$ cat src/rtl/sdram_arbit_if.sv
// rtl/sdram_arbit_if.sv - requester command buses, grants and SDRAM pin bundle for sdram_arbit
interface sdram_arbit_if;
    logic        init_end;
    logic [3:0]  init_cmd;
    logic [1:0]  init_ba;
    logic [12:0] init_addr;

    logic        aref_req;
    logic        aref_end;
    logic [3:0]  aref_cmd;
    logic [1:0]  aref_ba;
    logic [12:0] aref_addr;

    logic        wr_req;
    logic        wr_end;
    logic [3:0]  wr_cmd;
    logic [1:0]  wr_ba;
    logic [12:0] wr_addr;
    logic        wr_sdram_en;
    logic [15:0] wr_sdram_data;

    logic        rd_req;
    logic        rd_end;
    logic [3:0]  rd_cmd;
    logic [1:0]  rd_ba;
    logic [12:0] rd_addr;

    logic        aref_en;
    logic        wr_en;
    logic        rd_en;

    logic        sdram_cke;
    logic        sdram_cs_n;
    logic        sdram_ras_n;
    logic        sdram_cas_n;
    logic        sdram_we_n;
    logic [1:0]  sdram_ba;
    logic [12:0] sdram_addr;
    logic [15:0] sdram_dq_out;
    logic        sdram_dq_oe;

    modport slave (
        input  init_end, init_cmd, init_ba, init_addr,
        input  aref_req, aref_end, aref_cmd, aref_ba, aref_addr,
        input  wr_req, wr_end, wr_cmd, wr_ba, wr_addr, wr_sdram_en, wr_sdram_data,
        input  rd_req, rd_end, rd_cmd, rd_ba, rd_addr,
        output aref_en, wr_en, rd_en,
        output sdram_cke, sdram_cs_n, sdram_ras_n, sdram_cas_n, sdram_we_n,
        output sdram_ba, sdram_addr, sdram_dq_out, sdram_dq_oe
    );

    modport master (
        output init_end, init_cmd, init_ba, init_addr,
        output aref_req, aref_end, aref_cmd, aref_ba, aref_addr,
        output wr_req, wr_end, wr_cmd, wr_ba, wr_addr, wr_sdram_en, wr_sdram_data,
        output rd_req, rd_end, rd_cmd, rd_ba, rd_addr,
        input  aref_en, wr_en, rd_en,
        input  sdram_cke, sdram_cs_n, sdram_ras_n, sdram_cas_n, sdram_we_n,
        input  sdram_ba, sdram_addr, sdram_dq_out, sdram_dq_oe
    );
endinterface

$ cat src/rtl/sdram_arbit.sv
// rtl/sdram_arbit.sv - SDRAM bus arbiter between init, refresh, write and read command sources
module sdram_arbit #(
    parameter logic [3:0]  NOP       = 4'b0111,
    parameter logic [1:0]  IDLE_BANK = 2'b11,
    parameter logic [12:0] IDLE_ADDR = 13'h1fff
) (
    input  logic         arb_clk,
    input  logic         arb_rst,
    sdram_arbit_if.slave bus
);

    typedef enum logic [2:0] {
        ST_INIT  = 3'd0,
        ST_ARBIT = 3'd1,
        ST_AREF  = 3'd2,
        ST_WRITE = 3'd3,
        ST_READ  = 3'd4
    } state_t;

    state_t      state_q;
    state_t      state_d;
    logic        last_rd_q;
    logic        last_rd_d;

    logic [3:0]  cmd_sel;
    logic [1:0]  ba_sel;
    logic [12:0] addr_sel;
    logic        dq_oe;

    // last_rd resets high so that a write wins the very first write/read tie
    always_ff @(posedge arb_clk or posedge arb_rst) begin
        if (arb_rst) begin
            state_q   <= ST_INIT;
            last_rd_q <= 1'b1;
        end else begin
            state_q   <= state_d;
            last_rd_q <= last_rd_d;
        end
    end

    always_comb begin
        state_d   = state_q;
        last_rd_d = last_rd_q;
        case (state_q)
            ST_INIT: begin
                if (bus.init_end) begin
                    state_d = ST_ARBIT;
                end
            end
            ST_ARBIT: begin
                if (bus.aref_req) begin
                    state_d = ST_AREF;
                end else if (bus.wr_req && (!bus.rd_req || last_rd_q)) begin
                    state_d   = ST_WRITE;
                    last_rd_d = 1'b0;
                end else if (bus.rd_req) begin
                    state_d   = ST_READ;
                    last_rd_d = 1'b1;
                end
            end
            ST_AREF: begin
                if (bus.aref_end) begin
                    state_d = ST_ARBIT;
                end
            end
            ST_WRITE: begin
                if (bus.wr_end) begin
                    state_d = ST_ARBIT;
                end
            end
            ST_READ: begin
                if (bus.rd_end) begin
                    state_d = ST_ARBIT;
                end
            end
            default: begin
                state_d = ST_INIT;
            end
        endcase
    end

    // command source follows the registered state so the pins change one cycle after the decision
    always_comb begin
        cmd_sel  = bus.init_cmd;
        ba_sel   = bus.init_ba;
        addr_sel = bus.init_addr;
        case (state_q)
            ST_ARBIT: begin
                cmd_sel  = NOP;
                ba_sel   = IDLE_BANK;
                addr_sel = IDLE_ADDR;
            end
            ST_AREF: begin
                cmd_sel  = bus.aref_cmd;
                ba_sel   = bus.aref_ba;
                addr_sel = bus.aref_addr;
            end
            ST_WRITE: begin
                cmd_sel  = bus.wr_cmd;
                ba_sel   = bus.wr_ba;
                addr_sel = bus.wr_addr;
            end
            ST_READ: begin
                cmd_sel  = bus.rd_cmd;
                ba_sel   = bus.rd_ba;
                addr_sel = bus.rd_addr;
            end
            default: begin
                cmd_sel  = bus.init_cmd;
                ba_sel   = bus.init_ba;
                addr_sel = bus.init_addr;
            end
        endcase
    end

    assign dq_oe = bus.wr_sdram_en && (state_q == ST_WRITE);

    assign bus.aref_en      = (state_q == ST_AREF);
    assign bus.wr_en        = (state_q == ST_WRITE);
    assign bus.rd_en        = (state_q == ST_READ);

    assign bus.sdram_cke    = 1'b1;
    assign bus.sdram_cs_n   = cmd_sel[3];
    assign bus.sdram_ras_n  = cmd_sel[2];
    assign bus.sdram_cas_n  = cmd_sel[1];
    assign bus.sdram_we_n   = cmd_sel[0];
    assign bus.sdram_ba     = ba_sel;
    assign bus.sdram_addr   = addr_sel;
    assign bus.sdram_dq_oe  = dq_oe;
    assign bus.sdram_dq_out = dq_oe ? bus.wr_sdram_data : 16'd0;

endmodule

$ cat src/flat_wrapper.sv
// flat-port wrapper written by rule: the top's interface ports become plain ports
module sdram_arbit_flat 
#(
    parameter logic [3:0]  NOP       = 4'b0111,
    parameter logic [1:0]  IDLE_BANK = 2'b11,
    parameter logic [12:0] IDLE_ADDR = 13'h1fff
)
  (arb_clk, arb_rst, bus_init_end, bus_init_cmd, bus_init_ba, bus_init_addr, bus_aref_req, bus_aref_end, bus_aref_cmd, bus_aref_ba, bus_aref_addr, bus_wr_req, bus_wr_end, bus_wr_cmd, bus_wr_ba, bus_wr_addr, bus_wr_sdram_en, bus_wr_sdram_data, bus_rd_req, bus_rd_end, bus_rd_cmd, bus_rd_ba, bus_rd_addr, bus_aref_en, bus_wr_en, bus_rd_en, bus_sdram_cke, bus_sdram_cs_n, bus_sdram_ras_n, bus_sdram_cas_n, bus_sdram_we_n, bus_sdram_ba, bus_sdram_addr, bus_sdram_dq_out, bus_sdram_dq_oe);
  sdram_arbit_if bus_i ();
  input  logic arb_clk;
  input  logic arb_rst;
  input wire logic [$bits(bus_i.init_end)-1:0] bus_init_end;
  input wire logic [$bits(bus_i.init_cmd)-1:0] bus_init_cmd;
  input wire logic [$bits(bus_i.init_ba)-1:0] bus_init_ba;
  input wire logic [$bits(bus_i.init_addr)-1:0] bus_init_addr;
  input wire logic [$bits(bus_i.aref_req)-1:0] bus_aref_req;
  input wire logic [$bits(bus_i.aref_end)-1:0] bus_aref_end;
  input wire logic [$bits(bus_i.aref_cmd)-1:0] bus_aref_cmd;
  input wire logic [$bits(bus_i.aref_ba)-1:0] bus_aref_ba;
  input wire logic [$bits(bus_i.aref_addr)-1:0] bus_aref_addr;
  input wire logic [$bits(bus_i.wr_req)-1:0] bus_wr_req;
  input wire logic [$bits(bus_i.wr_end)-1:0] bus_wr_end;
  input wire logic [$bits(bus_i.wr_cmd)-1:0] bus_wr_cmd;
  input wire logic [$bits(bus_i.wr_ba)-1:0] bus_wr_ba;
  input wire logic [$bits(bus_i.wr_addr)-1:0] bus_wr_addr;
  input wire logic [$bits(bus_i.wr_sdram_en)-1:0] bus_wr_sdram_en;
  input wire logic [$bits(bus_i.wr_sdram_data)-1:0] bus_wr_sdram_data;
  input wire logic [$bits(bus_i.rd_req)-1:0] bus_rd_req;
  input wire logic [$bits(bus_i.rd_end)-1:0] bus_rd_end;
  input wire logic [$bits(bus_i.rd_cmd)-1:0] bus_rd_cmd;
  input wire logic [$bits(bus_i.rd_ba)-1:0] bus_rd_ba;
  input wire logic [$bits(bus_i.rd_addr)-1:0] bus_rd_addr;
  output wire logic [$bits(bus_i.aref_en)-1:0] bus_aref_en;
  output wire logic [$bits(bus_i.wr_en)-1:0] bus_wr_en;
  output wire logic [$bits(bus_i.rd_en)-1:0] bus_rd_en;
  output wire logic [$bits(bus_i.sdram_cke)-1:0] bus_sdram_cke;
  output wire logic [$bits(bus_i.sdram_cs_n)-1:0] bus_sdram_cs_n;
  output wire logic [$bits(bus_i.sdram_ras_n)-1:0] bus_sdram_ras_n;
  output wire logic [$bits(bus_i.sdram_cas_n)-1:0] bus_sdram_cas_n;
  output wire logic [$bits(bus_i.sdram_we_n)-1:0] bus_sdram_we_n;
  output wire logic [$bits(bus_i.sdram_ba)-1:0] bus_sdram_ba;
  output wire logic [$bits(bus_i.sdram_addr)-1:0] bus_sdram_addr;
  output wire logic [$bits(bus_i.sdram_dq_out)-1:0] bus_sdram_dq_out;
  output wire logic [$bits(bus_i.sdram_dq_oe)-1:0] bus_sdram_dq_oe;
  assign bus_i.init_end = bus_init_end;
  assign bus_i.init_cmd = bus_init_cmd;
  assign bus_i.init_ba = bus_init_ba;
  assign bus_i.init_addr = bus_init_addr;
  assign bus_i.aref_req = bus_aref_req;
  assign bus_i.aref_end = bus_aref_end;
  assign bus_i.aref_cmd = bus_aref_cmd;
  assign bus_i.aref_ba = bus_aref_ba;
  assign bus_i.aref_addr = bus_aref_addr;
  assign bus_i.wr_req = bus_wr_req;
  assign bus_i.wr_end = bus_wr_end;
  assign bus_i.wr_cmd = bus_wr_cmd;
  assign bus_i.wr_ba = bus_wr_ba;
  assign bus_i.wr_addr = bus_wr_addr;
  assign bus_i.wr_sdram_en = bus_wr_sdram_en;
  assign bus_i.wr_sdram_data = bus_wr_sdram_data;
  assign bus_i.rd_req = bus_rd_req;
  assign bus_i.rd_end = bus_rd_end;
  assign bus_i.rd_cmd = bus_rd_cmd;
  assign bus_i.rd_ba = bus_rd_ba;
  assign bus_i.rd_addr = bus_rd_addr;
  assign bus_aref_en = bus_i.aref_en;
  assign bus_wr_en = bus_i.wr_en;
  assign bus_rd_en = bus_i.rd_en;
  assign bus_sdram_cke = bus_i.sdram_cke;
  assign bus_sdram_cs_n = bus_i.sdram_cs_n;
  assign bus_sdram_ras_n = bus_i.sdram_ras_n;
  assign bus_sdram_cas_n = bus_i.sdram_cas_n;
  assign bus_sdram_we_n = bus_i.sdram_we_n;
  assign bus_sdram_ba = bus_i.sdram_ba;
  assign bus_sdram_addr = bus_i.sdram_addr;
  assign bus_sdram_dq_out = bus_i.sdram_dq_out;
  assign bus_sdram_dq_oe = bus_i.sdram_dq_oe;
  sdram_arbit #(.NOP(NOP), .IDLE_BANK(IDLE_BANK), .IDLE_ADDR(IDLE_ADDR)) u_core (.arb_clk(arb_clk), .arb_rst(arb_rst), .bus(bus_i));
endmodule
$ cat config.mk
export PLATFORM = sky130hd
export DESIGN_NAME = sdram_arbit_flat
export DESIGN_NICKNAME = d
export VERILOG_FILES = /design/src/rtl/sdram_arbit_if.sv /design/src/rtl/sdram_arbit.sv /design/src/flat_wrapper.sv
export SDC_FILE = /design/constraint.sdc
export NUM_CORES = 1
export LEC_CHECK = 0
export ABC_CLOCK_PERIOD_IN_PS = 1890
export CORE_UTILIZATION = 29
export DETAILED_ROUTE_END_ITERATION = 10
export PLACE_DENSITY = 0.8
export SETUP_SLACK_MARGIN = 0.02
export SKIP_CTS_REPAIR_TIMING = 1
export SLEW_MARGIN = 30
export SYNTH_ARGS = -nofsm -noshare
export SYNTH_HDL_FRONTEND = slang
export SYNTH_SLANG_ARGS = --single-unit
$ cat constraint.sdc
create_clock -name arb_clk -period 1.89 [get_ports arb_clk]
set_clock_uncertainty 0.15 [all_clocks]
set_input_delay 0.189 -clock arb_clk [delete_from_list [all_inputs] [get_ports arb_clk]]
set_output_delay 0.189 -clock arb_clk [all_outputs]
set_load 0.005 [all_outputs]
======== Yosys cells after proc, flatten, opt, wreduce, memory -nomap -nowiden ========
Index checks and enable logic that the tools add are counted.
cells by class
  eq/ne operators ......................... 9
  mux-type cells .......................... 14
  bitwise logic cells ..................... 1
  reductions and logical operators ........ 8
operators by type and width
  cell                count
  $pmux 13 s4         1
  $mux 3              7
  $mux 16             1
  $pmux 4 s4          1
  $pmux 3 s5          1
  $ne 2x2->1 const B  4
  $pmux 2 s4          1
  $eq 3x2->1 const B  2
  $reduce_and 5->1    1
  $ne 4x3->1 const B  1
  $eq 3x1->1 const B  1
  $eq 3x3->1 const B  1
  $logic_not 3->1     1
  $reduce_and 3->1    1
  $logic_and 1x1->1   2
  $mux 1              2
  $reduce_bool 2->1   1
  $logic_not 1->1     1
  $logic_or 1x1->1    1
  $not 1->1           1
word-level totals
  register bits after elaboration ......... 4
  input port bits ......................... 102
  output and inout bits ................... 40
  logic and storage cells ................. 34

======== Depth between registers and ports, before layout ========
  word-level depth ........................ 6
  gate-level depth with buffers ........... 6
  mapped depth without buffers ............ 3

======== Worst setup path after synthesis ========
Ideal clock, no wire load.
  path type ............................... register to output
  start ................................... register u_core.state_q[0]
  end ..................................... output bus_sdram_addr[0]
  arrival ................................. 1230 ps
  data required time ...................... 1551 ps
  setup slack ............................. 321 ps
  cell stages (with the launch flop) ...... 7
  buffers on the path ..................... 3
  cell sequence ........................... dfrtp_1 > buf_4 > buf_6 > nand2_4 > buf_2 > nor2_1 > a221oi_1
between the ends
  word-level cells in the longest chain between the ends .. 2
  elaborated cells between the ends (all ways) .. 5
  classes of those cells .................. 4 x eq/ne; 1 x mux
RTL lines
  what                                RTL line            RTL
  start, declared                     sdram_arbit.sv:20   state_t state_q;
  start signal, assigned              sdram_arbit.sv:36   state_q <= state_d;
  $eq 3x3->1 (tied with other cells)  sdram_arbit.sv:87   case (state_q)
  $pmux 13 s4 (*)                     sdram_arbit.sv:87
  end, declared                       flat_wrapper.sv:42  output wire logic [$bits(bus_i.sdram_addr)-1:0] bus_sdram_addr;
Every way passes the cells marked *; elsewhere a longest branch is shown, timed or not.

======== Worst setup path after layout ========
  start ................................... register u_core.state_q[0]
  end ..................................... output bus_sdram_ba[1]
between the ends
  word-level cells in the longest chain between the ends .. 2
  elaborated cells between the ends (all ways) .. 5
  classes of those cells .................. 4 x eq/ne; 1 x mux
RTL lines
  what                                RTL line            RTL
  $eq 3x3->1 (tied with other cells)  sdram_arbit.sv:87
  $pmux 2 s4 (*)                      sdram_arbit.sv:87
  end, declared                       flat_wrapper.sv:41  output wire logic [$bits(bus_i.sdram_ba)-1:0] bus_sdram_ba;
Marks and branches as above.

==> impl_metrics.ini <==
[routing]
viasPerCell = 5.17
wirelength_um = 6450
drtPass1Iterations = 4
wl_per_cell_um = 16.9
drt_iter0_markers = 70
vias = 1975
drt.antenna.violating_nets = 0
drc = 0

[floorplanning]
coreArea_um2 = 4380
initial_core_util_pct = 30.2
dieHeight_um = 69.6
die_x_um = 69.6
dieArea_um2 = 4840
rows = 24
num_io_pins = 142

[worst_setup_path]
crit_chain = buf_6, clkbuf_16, buf_4, mux2_1, mux2i_1, a221oi_2, clkbuf_2
startpoint_type = flip-flop
r2r-end = u_core.state_q[2]$_DFFE_PP0P_
critical_path_class = reg2out
ff2ff_path_depth = 7
cp-end-kind = primary output
critPathSlowestCell = dfrtp_2
crit_family = buffers and inverters
critPathMaxStageDelay_ps = 440
path_max_fanout = 5
worstReg2RegStart = u_core.state_q[2]$_DFFE_PP0P_
critPathBufInv = 4
crit_arrival_ps = 1750
r2r_slack_ps = 20
required_ps = 1550

[clock_tree]
clock_sinks = 4
numCtsBuffers = 3
clock_latency_ps = 220
path_clk_slew_ps = 40
cts-root-buf = clkbuf_8
cts_tree = done
cts_max_level = 1
max-clock-path-buffers = 2

[sta]
rsz0062_at_grt = yes
fin_crit_sh_pct = 110
worst_slack_ps = -195
finalHoldViolCount = 0
min_period_ps = 2080
drv_slew = 0
clock.fmax_ghz = 0.480
setup_violations = 17
fin_tns_setup_ps = -1380

[layout]
antenna_cells = 0
stdcell_count = 382
syn2layout_area_growth_pct = 152
design_area_um2 = 3330
nets = 433
drive_above_1_share_pct = 30.6
final_util_pct = 76.1
fill_cells = 323

[yosys]
synth-warning-count = 0
async_flop_share_pct = 100
synth_edf_count = 0
seq_area_frac_synth_pct = 7.65
syn-num-nets = 262
syn_avg_cell_area_um2 = 8.28
netlist_instances = 160
ys_ff_latch = 4
ys.flop_type = dfrtp_1
synth_cell_types = 31
synth_area_um2 = 1330

[placement]
gp_congestion = 0.770
placedCellCount = 350
dpl.hpwl_um = 4160
dpl_worst_slack_ps = -178
place_area_um2 = 2870
port_buffers = 140

[grt]
antenna_found_initial = 0
grt_usage_pct = 21.4
grt_pass1_vias = 1857
overflow = 0
grt_max_degree = 24
grt_first_pass_wirelength_um = 8630

[hold_path]
min_path_type = in2async

[run]
drv_cap = 0

[status]
status = complete, but fails checks
violations = setup timing

[power]
cellLeakagePower_uw = 0.00162
power.density_nw_per_um2 = 1000
ir_drop_uv = 547
final cells by class:
| type | count | area [um2] | share of cell area, % |
|---|---|---|---|
| multi-input combinational | 140 | 1280 | 38.4 |
| tap | 52 | 65.1 | 1.95 |
| sequential | 4 | 105 | 3.15 |
| clock buffer | 4 | 45.0 | 1.35 |
| timing repair buffer | 180 | 1830 | 54.9 |
| inverter | 2 | 7.51 | 0.225 |
per-layer routing:
layer  share of wire (%)  global-route usage (%)  routed length [um]
met3                 7.9                    4.65                 510
met4                 1.2                    6.12                  78
met5                   0                       0                   0
met1                  38                    25.6                2450
met2                  53                    38.0                3410
Yosys cell counts (2+ instances only):
| library cell | instances | area, um2 |
|---|---|---|
| mux2_1 | 6 | 67.6 |
| mux2_2 | 13 | 146 |
| mux2i_1 | 39 | 390 |
| dfrtp_1 | 3 | 75.1 |
| inv_1 | 2 | 7.51 |
| and3_1 | 2 | 12.5 |
| a21oi_1 | 3 | 15.0 |
| buf_2 | 8 | 40.0 |
| a221oi_1 | 17 | 149 |
| and2_1 | 18 | 113 |
| nor2_1 | 20 | 75.1 |
| buf_4 | 5 | 37.5 |
| nand2b_1 | 2 | 12.5 |
| clkbuf_1 | 2 | 7.51 |
| nand2_1 | 4 | 15.0 |
cell families after synthesis:
kind of cell	after synthesis	share of synthesized area, %
AO/OA/AOI/OAI	29	18.4
buffers and inverters	18	7.84
flip-flops	4	7.65
multiplexers	58	45.6
other	1	0.283
AND/OR/NAND/NOR	50	20.2
layout by cell type, fill, tap and decap left out, types with 4 or more instances in the layout:
cell type,n
clkdlybuf4s50_1,101
mux2i_1,38
buf_4,23
dlymetal6s2s_1,21
nor2_1,19
and2_1,18
buf_2,15
a221oi_2,12
mux2_2,12
buf_6,7
a221oi_1,6
buf_12,5
nand2_1,4
mux2_1,4
clkbuf_16,4
state kept, by name, indices dropped and copies added (netlist names):
signal	cells
u_core.last_rd_q	1
u_core.state_q	3
where the power goes:
part           switching, uW  total, uW  leakage [uW]  internal, uW
clock                   49.7        194     0.0000228           145
combinational           1200       2950       0.00155          1750
sequential              60.4        197     0.0000446           137
worst register-to-register path: stages, from the launching register on:
cell and delay [ps]:
dfrtp_2 420, buf_6 130, buf_6 120, buf_4 120, buf_4 140, nand2b_1 160
a2111o_1 410, a21oi_2 140
worst max-delay path by stage:
| stage | startpoint | endpoint | slack [ps] | depth (start not counted) |
|---|---|---|---|---|
| 2_1_floorplan | u_core.state_q[0]$_DFFE_PP0P_ | bus_sdram_addr[0] | 320 | 6 |
| 3_3_place_gp | u_core.state_q[2]$_DFFE_PP0P_ | bus_sdram_cs_n | -180 | 4 |
| 3_5_place_dp | bus_aref_addr[3] | bus_sdram_addr[3] | -180 | 5 |
| 4_1_cts | u_core.state_q[2]$_DFFE_PP0P_ | bus_sdram_cs_n | -420 | 4 |
| 5_1_grt | u_core.state_q[0]$_DFFE_PP0P_ | bus_sdram_ba[1] | -260 | 7 |
| 6_report | u_core.state_q[0]$_DFFE_PP0P_ | bus_sdram_ba[1] | -190 | 7 |
stage by stage:
step / hold WS (ps) / power, uW
after detailed placement: 267 / 2500
after CTS: 36.3 / 2700
after global placement: 250 / 2480
final: 38.9 / 3340
after global routing: 47.2 / 3540
after floorplan: -196 / 1290
No activity file was read; power rests on OpenSTA's default activity.
